[src/rtl/universal_shift_reg.sv]
// Universal shift register: hold / shift right / shift left / parallel load,
// plus an auto-serialise engine that loads a word and shifts it out over WIDTH cycles.
module universal_shift_reg #(
    parameter int unsigned     WIDTH       = 8,
    parameter logic [WIDTH-1:0] RESET_VALUE = {WIDTH{1'b0}}
) (
    input  logic             clk,
    input  logic             reset,
    input  logic [1:0]       mode,
    input  logic [WIDTH-1:0] parallel_in,
    input  logic             serial_in_left,
    input  logic             serial_in_right,
    input  logic             start,
    input  logic             dir,
    output logic [WIDTH-1:0] parallel_out,
    output logic             serial_out_lsb,
    output logic             serial_out_msb,
    output logic             busy,
    output logic             done
);

    localparam int unsigned CNT_W = $clog2(WIDTH + 1);

    typedef enum logic {
        ST_IDLE  = 1'b0,
        ST_SHIFT = 1'b1
    } state_t;

    state_t             r_state;
    logic [WIDTH-1:0]   r_data;
    logic [CNT_W-1:0]   r_cnt;
    logic               r_dir;
    logic               r_busy;
    logic               r_done;

    logic [WIDTH-1:0]   w_shr;
    logic [WIDTH-1:0]   w_shl;
    logic               w_last;

    assign w_shr  = {serial_in_left, r_data[WIDTH-1:1]};
    assign w_shl  = {r_data[WIDTH-2:0], serial_in_right};
    // Counter holds WIDTH-1 on the edge that performs the final shift.
    assign w_last = (r_cnt == CNT_W'(WIDTH - 1));

    always_ff @(posedge clk or negedge reset) begin
        if (!reset) begin
            r_state <= ST_IDLE;
            r_data  <= RESET_VALUE;
            r_cnt   <= '0;
            r_dir   <= 1'b0;
            r_busy  <= 1'b0;
            r_done  <= 1'b0;
        end else begin
            r_done <= 1'b0;
            case (r_state)
                ST_IDLE: begin
                    if (start) begin
                        r_data  <= parallel_in;
                        r_dir   <= dir;
                        r_cnt   <= '0;
                        r_busy  <= 1'b1;
                        r_state <= ST_SHIFT;
                    end else begin
                        case (mode)
                            2'b00: r_data <= r_data;
                            2'b01: r_data <= w_shr;
                            2'b10: r_data <= w_shl;
                            2'b11: r_data <= parallel_in;
                        endcase
                    end
                end
                ST_SHIFT: begin
                    r_data <= r_dir ? w_shl : w_shr;
                    r_cnt  <= r_cnt + CNT_W'(1);
                    if (w_last) begin
                        r_busy  <= 1'b0;
                        r_done  <= 1'b1;
                        r_state <= ST_IDLE;
                    end
                end
                default: r_state <= ST_IDLE;
            endcase
        end
    end

    assign parallel_out   = r_data;
    assign serial_out_lsb = r_data[0];
    assign serial_out_msb = r_data[WIDTH-1];
    assign busy           = r_busy;
    assign done           = r_done;

endmodule

[config.mk]
export PLATFORM = sky130hd
export DESIGN_NAME = universal_shift_reg
export DESIGN_NICKNAME = d
export VERILOG_FILES = /design/src/rtl/universal_shift_reg.sv
export SDC_FILE = /design/constraint.sdc
export NUM_CORES = 1
export LEC_CHECK = 0
export CAP_MARGIN = 20
export CORE_MARGIN = 2
export CORE_UTILIZATION = 50
export DETAILED_ROUTE_END_ITERATION = 8
export PLACE_DENSITY = 0.83
export SLEW_MARGIN = 20
export SYNTH_ARGS = -nofsm -noshare
export SYNTH_HDL_FRONTEND = slang
export SYNTH_SLANG_ARGS = --single-unit
export TNS_END_PERCENT = 50
[constraint.sdc]
create_clock -name clk -period 3 [get_ports clk]
set_input_delay 0.6 -clock clk [delete_from_list [all_inputs] [get_ports clk]]
set_output_delay 0.6 -clock clk [all_outputs]
set_load 0.01 [all_outputs]
==> metrics.cfg <==
[power]
internal_power_w = 0.000823
p_per_area_nw_per_um2 = 1010
p_sw_w = 0.000497
combPwrFrac_pct = 50.6
switching_share_pct = 37.7
max-vdd-ir-drop_uv = 682
p_leak_nw = 0.545
pwr-share-seq_pct = 38.5
pwr-share-clk_pct = 10.9

[detailed_routing]
drt_iter0_drc = 35
first_pass_iters = 4
drc = 0
wl_per_cell_um = 15.8
vias = 912
viasPerCell = 6.08
drtAntennaViolNets = 0
wirelength_um = 2370

[clock_tree]
cts_setup_buffers = 0
cts_root_buf = clkbuf_4
cts_buffers = 3
cts_tree = built
clk-insertion-delay-late_ps = 290
cts_sinks = 16
clk_pin_slew_ps = 90
cts_resized = 0
clockBufferDepth = 2
ctsHtreeMaxLevel = 1
postCtsHoldBufs = 0

[sta]
hold_viol = 0
drv_slew = 0
finalWorstSetupSlack_ps = 882
slew_headroom_pct = 49.6
whs_ps = 534
finalClockSkew_ps = 2.21
rsz0062_at_grt = false
fin_tns_setup_ps = 0
tightest_slew_ps = 753
post-route-min-period_ps = 2120
fmax_ghz = 0.472
setup_viol = 0
finalCritPeriodShare_pct = 70.6

[die]
die-area_um2 = 2400
coreArea_um2 = 1940
num_io_pins = 28
die_x_um = 49.0
die_height_um = 49.0
initial_core_util_pct = 52.1
rows = 16

[place]
post-place-ws_ps = 628
post-dp-hpwl_um = 1700
portBuffers = 27
gp_congestion = 0.825
placed_cells = 146

[worst_hold_path]
holdCritStartpoint = r_cnt[1]
worstHoldEndpoint = r_cnt[1]
hold_class = reg -> reg
hold_depth = 1

[synthesis]
synth_seq_area_share_pct = 39.6
yosysUniqueCellTypes = 21
synth_top_flop_cell = dfrtp_1
syn_nets = 119
synth_async_sr_flop_share_pct = 100
netlist_instances = 102
yosys.area.top_type = dfrtp_1
ys_ff_latch = 16
synth_top_cell_area_share_pct = 39.6
postSynthAreaPerCell_um2 = 9.92
synth_area_leaders = dfrtp_1, mux2i_1, o22a_1
syn_area_um2 = 1010
synth_edf_count = 0
yosysWarnings = 0

[cells_and_area]
antenna_cells = 0
num-nets-final = 141
syn_to_final_growth_pct = 29.4
n_fill_cell = 168
finalNonFillerCells = 150
layout-drive-gt1-share_pct = 6.50

[setup_path]
cp-start-kind = input port
regToRegEndpoint = parallel_out[1]
cpPeakStageDelay_ps = 710
cp-end-kind = register
reg2reg_from = r_state
critPathArrivalTime_ps = 2350
worstPathRequired_ps = 3230
crit_type = in -> reg
regToRegSetupSlack_ps = 1030
r2r_cells = 3
cp_max_fo = 18
slowest_stage = clkdlybuf4s50_1
path_cells = clkdlybuf4s50_1 -> or3_1 -> a22oi_1 -> o22a_1

[outcome]
status = complete, no violations

[global_routing]
overflow = 0
antenna_found_initial = 0
grt_usage_pct = 22.0
grt_pass1_wl_um = 4130
grt_max_degree = 25
grt_pass1_vias = 905

[run]
maxCapViolCount = 0

-- logic make-up (layout without fill, tap and decap cells) --
group	count (synthesis)	in the layout	share of synthesized area (%)
xor gates and xnor gates	2	2	1.73
AOI/OAI and AO/OA	35	35	25.3
buffers and inverters	12	33	5.69
muxes	18	18	18.0
adders and majority gates	1	1	1.24
DFF	16	16	39.6
and+or+nand+nor	18	18	8.41
-- final cells by class --
class / count / area, um^2 / area share, %
tap: 27 / 33.8 / 2.58
timing repair buffer: 29 / 285 / 21.8
sequential: 16 / 400 / 30.6
multi-input combinational: 74 / 554 / 42.3
clock buffer: 4 / 36.3 / 2.77
-- state kept, by name, indices dropped and copies added (netlist names) --
name / flops
busy: 1
parallel_out: 8
r_cnt: 4
r_state: 1
r_dir: 1
done: 1
-- per-layer routing --
metal  share of wire [%]  vias to the layer above  global-route usage [%]  wire length [um]
met5                   0                        -                       0                 0
met4                 2.0                        0                    12.4                48
met3                 5.0                        4                    3.37               119
met2                  50                       36                    36.5              1180
met1                  43                      446                    27.3              1020
li1                    -                      426                       -                 -
-- cell usage after synthesis (2+ instances only) --
library cell and instances:
dfrtp_1 16, mux2i_1 16, nor2_1 12, a211oi_1 8, a21oi_1 8, a22oi_1 8, o22a_1 8, clkbuf_1 5
buf_2 4, a22o_1 3, buf_4 2, mux2_2 2, or3_1 2
-- power groups by stage --
stage | sequential, W | combinational, W | clock, W
floorplan | 0.000459 | 0.000476 | 0
global placement | 0.000503 | 0.000648 | 0
detailed placement | 0.000511 | 0.000670 | 0
CTS | 0.000505 | 0.000672 | 0.000149
global route | 0.000532 | 0.000734 | 0.000156
finish | 0.000509 | 0.000668 | 0.000143
-- metrics by stage --
| stage | util [%] | area, um^2 | total power [W] |
|---|---|---|---|
| after floorplan | - | 1010 | 0.000935 |
| after global placement | 65.6 | 1270 | 0.00115 |
| final | 67.5 | 1310 | 0.00132 |
| after CTS | 67.5 | 1310 | 0.00133 |
| after detailed placement | 65.6 | 1270 | 0.00118 |
| after global routing | 67.5 | 1310 | 0.00142 |
-- placed cells by master (no fill, tap or decap), drive strengths merged, types with 2 or more instances in the layout --
cell type	synthesis	layout
clkbuf	5	4
a211oi	8	8
buf	7	2
mux2	2	2
clkdlybuf4s50	0	27
or3	2	2
dfrtp	16	16
a22oi	8	8
nor2	12	12
a22o	3	3
a21oi	8	8
mux2i	16	16
o22a	8	8
-- worst max-delay path by stage --
stage	end	cells past startpoint	from	slack [ps]
floorplan	parallel_out[0]	5	start	1310
global route	parallel_out[0]	4	mode[1]	810
CTS	parallel_out[6]	4	mode[1]	930
global placement	parallel_out[5]	4	mode[1]	680
finish	parallel_out[6]	4	mode[1]	880
detailed placement	parallel_out[6]	4	mode[1]	630
-- worst max-delay path, delay by kind of cell --
kind                   cells  cell delay [ps]
AOI/OAI and AO/OA          2              410
buffers and inverters      1              710
and+or+nand+nor            1              630
Power figures use the tool's default switching activity.
==> edit 1, RTL diff (same settings) <==
Reset style: synchronous (`reset`), changed in one clocked block.
--- a/src/rtl/universal_shift_reg.sv
+++ b/src/rtl/universal_shift_reg.sv
@@ -42,7 +42,7 @@
     // Counter holds WIDTH-1 on the edge that performs the final shift.
     assign w_last = (r_cnt == CNT_W'(WIDTH - 1));
 
-    always_ff @(posedge clk or negedge reset) begin
+    always_ff @(posedge clk) begin
         if (!reset) begin
             r_state <= ST_IDLE;
             r_data  <= RESET_VALUE;
Formal check against the unedited RTL: differs if reset is asserted again (counterexample within 4 cycles, from zero or initial values and one cycle with reset low); with reset held inactive, the same outputs for 10 cycles.
==> edit 1 against the original RTL <==
Worst setup slack better by 0.079 ns. Highest routed layer unchanged. Sequential cell count stayed put. Routed wire length is 5.9% higher. Design area is 0.86% lower. Sequential share of layout area is 5.9 points lower. Global-route usage hardly changed. Synthesized area stayed put. Largest cell class unchanged. First-iteration DRC count is 2.9% lower. Critical path depth stayed put. Die area stayed put.
Power is not compared: it rests on default switching activity, and its combinational part moved more than twofold at a synthesized area within 25%.
==> edit 1: results (changes against the original RTL) <==
metric;value;unit;change
cp_max_fo;9;;was 18
hpwl;1760;um;was 1700 um
layout-drive-gt1-share;8.27;%;was 6.50%
synth_area_leaders;dfxtp_1 32%, mux2i_1 18%, o221a_1 7.8%;;was dfrtp_1 40%, mux2i_1 16%, o22a_1 6.9%
synth_cell_types;27;;was 21
seq_area_frac_synth;31.6;%;was 39.6%
relSlewSlack;54.3;%;was 49.6%
synth_compound_area_share;28.8;%;was 25.3%
muxShareOfSynthArea;17.8;%;was 18.0%
grt_pass1_wl;4160;um;was 4130 um
grtUsageTotal;22.0;%;about the same
yosys-top-cells-count;18 x mux2i_1, 16 x dfxtp_1, 14 x nor2_1;;was 16 x dfrtp_1, 16 x mux2i_1, 12 x nor2_1
fillers;177;;was 168
drt-initial-drc-count;34;;was 35
hold_ws;0.514;ns;was 0.534 ns
async_flop_share;0;%;was 100%
r2r_slack;1.40;ns;was 1.03 ns
via_per_inst;6.08;;about the same
max_freq;491;MHz;was 472 MHz
synth_xor_area_share;0;%;was 1.73%
grt_pass1_vias;919;;was 905
pre_cts_ws;0.664;ns;was 0.628 ns
synth-main-ff-cell;dfxtp_1;;was dfrtp_1
syn_nets;129;;was 119
outcome;finished clean;;unchanged
gp_congestion;0.762;;was 0.825
wl_per_cell;15.7;um;was 15.8 um
grt_max_degree;22;;was 25
layout.nets;151;;was 141
-- edit 1: cell types whose count changed after synthesis, sizes merged, moves of 3 or more --
cell | before | now
a21oi | 8 | 11
dfxtp | 0 | 16
dfrtp | 16 | 0
o22a | 8 | 0
o221a | 0 | 8
a22o | 3 | 0
-- edit 1: stage by stage --
step	util, %	instance area [um^2]	std cells
floorplan	-	1010	112
global placement	65.0	1260	156
detailed placement	65.0	1260	156
CTS	66.9	1300	160
global route	66.9	1300	160
finish	66.9	1300	160
-- edit 1: logic make-up (layout without fill, tap and decap cells) --
kind of cell	after synthesis	count (layout)
AOI/OAI and AO/OA	38	38
and+or+nand+nor	24	24
muxes	18	18
DFF	16	16
buffers and inverters	15	36
adders and majority gates	1	1
-- edit 1: area by class of cell --
type                    count  area share, %
multi-input cells          81           46.5
inverters                   1          0.289
clock buffers               4           2.79
repair buffers             31           23.1
well taps                  27           2.60
flip-flops and latches     16           24.7
-- edit 1: power by group through the flow --
stage	registers [mW]	logic, mW	clock network, mW
floorplan	0.253	0.0873	0
global placement	0.259	0.139	0
detailed placement	0.260	0.144	0
CTS	0.255	0.145	0.144
global route	0.260	0.156	0.152
finish	0.256	0.144	0.143
-- edit 1: worst max-delay path: stages --
cell	delay, ns
clkdlybuf4s50_1	0.44
or3_4	0.46
or2_0	0.39
o221a_1	0.33
-- edit 1: path summary, 6_finish.rpt --
kind	start	end	cells after the start
setup / recovery	mode[0]	parallel_out[4]	4
hold / removal	busy	busy	2
setup reg to reg	r_state	parallel_out[4]	2
hold reg to reg	busy	busy	2
-- edit 1: per-layer routing --
| metal | vias up | GRT usage [%] | wire, um |
|---|---|---|---|
| met5 | - | 0 | 0 |
| met4 | 0 | 11.9 | 38 |
| met3 | 4 | 3.68 | 120 |
| met2 | 37 | 36.5 | 1230 |
| met1 | 464 | 27.2 | 1120 |
| li1 | 467 | - | - |
==> edit 2, RTL diff (same settings) <==
Made on the original files. The parameter `WIDTH` goes from 8 to 4.
--- a/src/rtl/universal_shift_reg.sv
+++ b/src/rtl/universal_shift_reg.sv
@@ -1,7 +1,7 @@
 // Universal shift register: hold / shift right / shift left / parallel load,
 // plus an auto-serialise engine that loads a word and shifts it out over WIDTH cycles.
 module universal_shift_reg #(
-    parameter int unsigned     WIDTH       = 8,
+    parameter int unsigned     WIDTH       = 4,
     parameter logic [WIDTH-1:0] RESET_VALUE = {WIDTH{1'b0}}
 ) (
     input  logic             clk,
Interface: changed (resized parallel_in and parallel_out); port bits go from 28 to 20. No check against the original RTL was run, so the function may have changed too.
==> edit 2 against the original RTL <==
Register-to-register slack better by 0.51 ns. Power is 39% lower. Design area is 35% lower. Sequential cell count is 5 lower. Clock power is 33% lower. Synthesized area is 34% lower. Routed wire length is 43% lower. Worst setup slack better by 0.21 ns.
==> edit 2: results (changes against the original RTL) <==
metric;value;unit;change
hp-class;flip-flop to flip-flop;;unchanged
path_clk_slew;0.06;ns;was 0.09 ns
outcome;finished clean;;unchanged
cp_max_fo;13;;was 18
worst_pin_slew;0.497;ns;was 0.753 ns
yosys_warnings;0;;unchanged
io_buffer_count;19;;was 27
grt_pass1_wl;1990;um;was 4130 um
seq_area_frac_synth;41.4;%;was 39.6%
yosys-top-cells-count;11 x dfrtp_1, 8 x mux2i_1, 8 x nor2_1;;was 16 x dfrtp_1, 16 x mux2i_1, 12 x nor2_1
synth_cell_types;22;;was 21
layout-drive-gt1-share;9.76;%;was 6.50%
gp_congestion;0.737;;was 0.825
cts_resized;0;;unchanged
synth-main-ff-cell;dfrtp_1;;unchanged
routed-wl-met2;624;um;was 1180 um
grt_max_degree;18;;was 25
clock_latency;0.26;ns;was 0.29 ns
arrival;2.06;ns;was 2.35 ns
hpwl;997;um;was 1700 um
ir_worst_vdd;588;uV;was 682 uV
drt-initial-drc-count;5;;was 35
via_per_inst;5.73;;was 6.08
cts_made_buffers;3;;unchanged
finClkSkew;0.00122;ns;was 0.00221 ns
layout.nets;97;;was 141
post_cts_buffers;0;;unchanged
wl_per_cell;13.9;um;was 15.8 um
antenna_cells_inserted;0;;unchanged
antenna_found_initial;0;;unchanged
cts-root-buf;clkbuf_4;;unchanged
async_flop_share;100;%;unchanged
top_layer_used;met4;;unchanged
syn_nets;81;;was 119
leakage;0.358;nW;was 0.545 nW
wl_met3;76;um;was 119 um
h-tree-depth;1;;unchanged
largest_reg_flops;4;;was 8
clk_path_buf_depth;2;;unchanged
first_pass_iters;4;;unchanged
grt_pass1_vias;462;;was 905
grtUsageTotal;18.7;%;was 22.0%
synth_area_leaders;dfrtp_1 41%, mux2i_1 12%, a2111oi_0 5.3%;;was dfrtp_1 40%, mux2i_1 16%, o22a_1 6.9%
wl_met1;632;um;was 1020 um
edit 2: cell count changes in the layout (fill, tap and decap cells not counted), sizes merged, moves of 3 or more:
cell / change
a211oi: -8
clkdlybuf4s50: -8
mux2i: -8
dfrtp: -5
a2111oi: +4
a21oi: -4
a22oi: -4
nor2: -4
o22a: -4
inv: +3
nand2: +3
edit 2: logic make-up after synthesis:
family / synth area share, %
multiplexers: 12.0
AND/OR/NAND/NOR: 8.84
AO/OA/AOI/OAI: 24.8
buffers and inverters: 9.21
flip-flops: 41.4
adder cells (fa/ha/maj): 3.76
edit 2: area by class of cell:
class,count,area [um^2]
Inverter,3,11.3
Multi-Input combinational cell,45,329
Timing Repair Buffer,19,190
Sequential cell,11,275
Tap cell,15,18.8
Fill cell,115,418
Clock buffer,4,26.3
edit 2: power by group:
group	leakage [nW]	switching, mW	internal [mW]
Clock	0.0150	0.0442	0.0514
Combinational	0.215	0.142	0.241
Sequential	0.128	0.102	0.224
Total	0.358	0.288	0.516
edit 2: worst paths after layout:
| check | depth (start not counted) | slack, ns | end | from |
|---|---|---|---|---|
| worst max-delay path | 4 | 1.09 | parallel_out[2] | start |
| worst min-delay path | 2 | 0.49 | r_cnt[2] | r_cnt[2] |
| worst max register to register | 3 | 1.54 | parallel_out[2] | r_state |
| worst min register to register | 2 | 0.49 | r_cnt[2] | r_cnt[2] |
| max in group asynchronous | 1 | 2.00 | parallel_out[2] | reset |
| min in group asynchronous | 1 | 0.67 | busy | reset |
edit 2: per-layer routing:
layer / GRT usage [%] / vias up
li1: - / 277
met1: 23.1 / 256
met2: 31.7 / 21
met3: 1.67 / 2
met4: 10.0 / 0
met5: 0 / -
edit 2: per-stage QoR:
stage	cells	worst slack, ns	instance area, um^2
after detailed placement	93	0.834	825
after CTS	97	1.10	851
after global routing	97	0.956	851
final	97	1.09	851
after floorplan	67	1.52	666
after global placement	93	0.834	825
edit 2: worst max-delay path, stage by stage:
cell             delay [ns]
clkdlybuf4s50_1        0.64
nor2_1                 0.39
nand2_1                0.18
o22a_2                 0.25
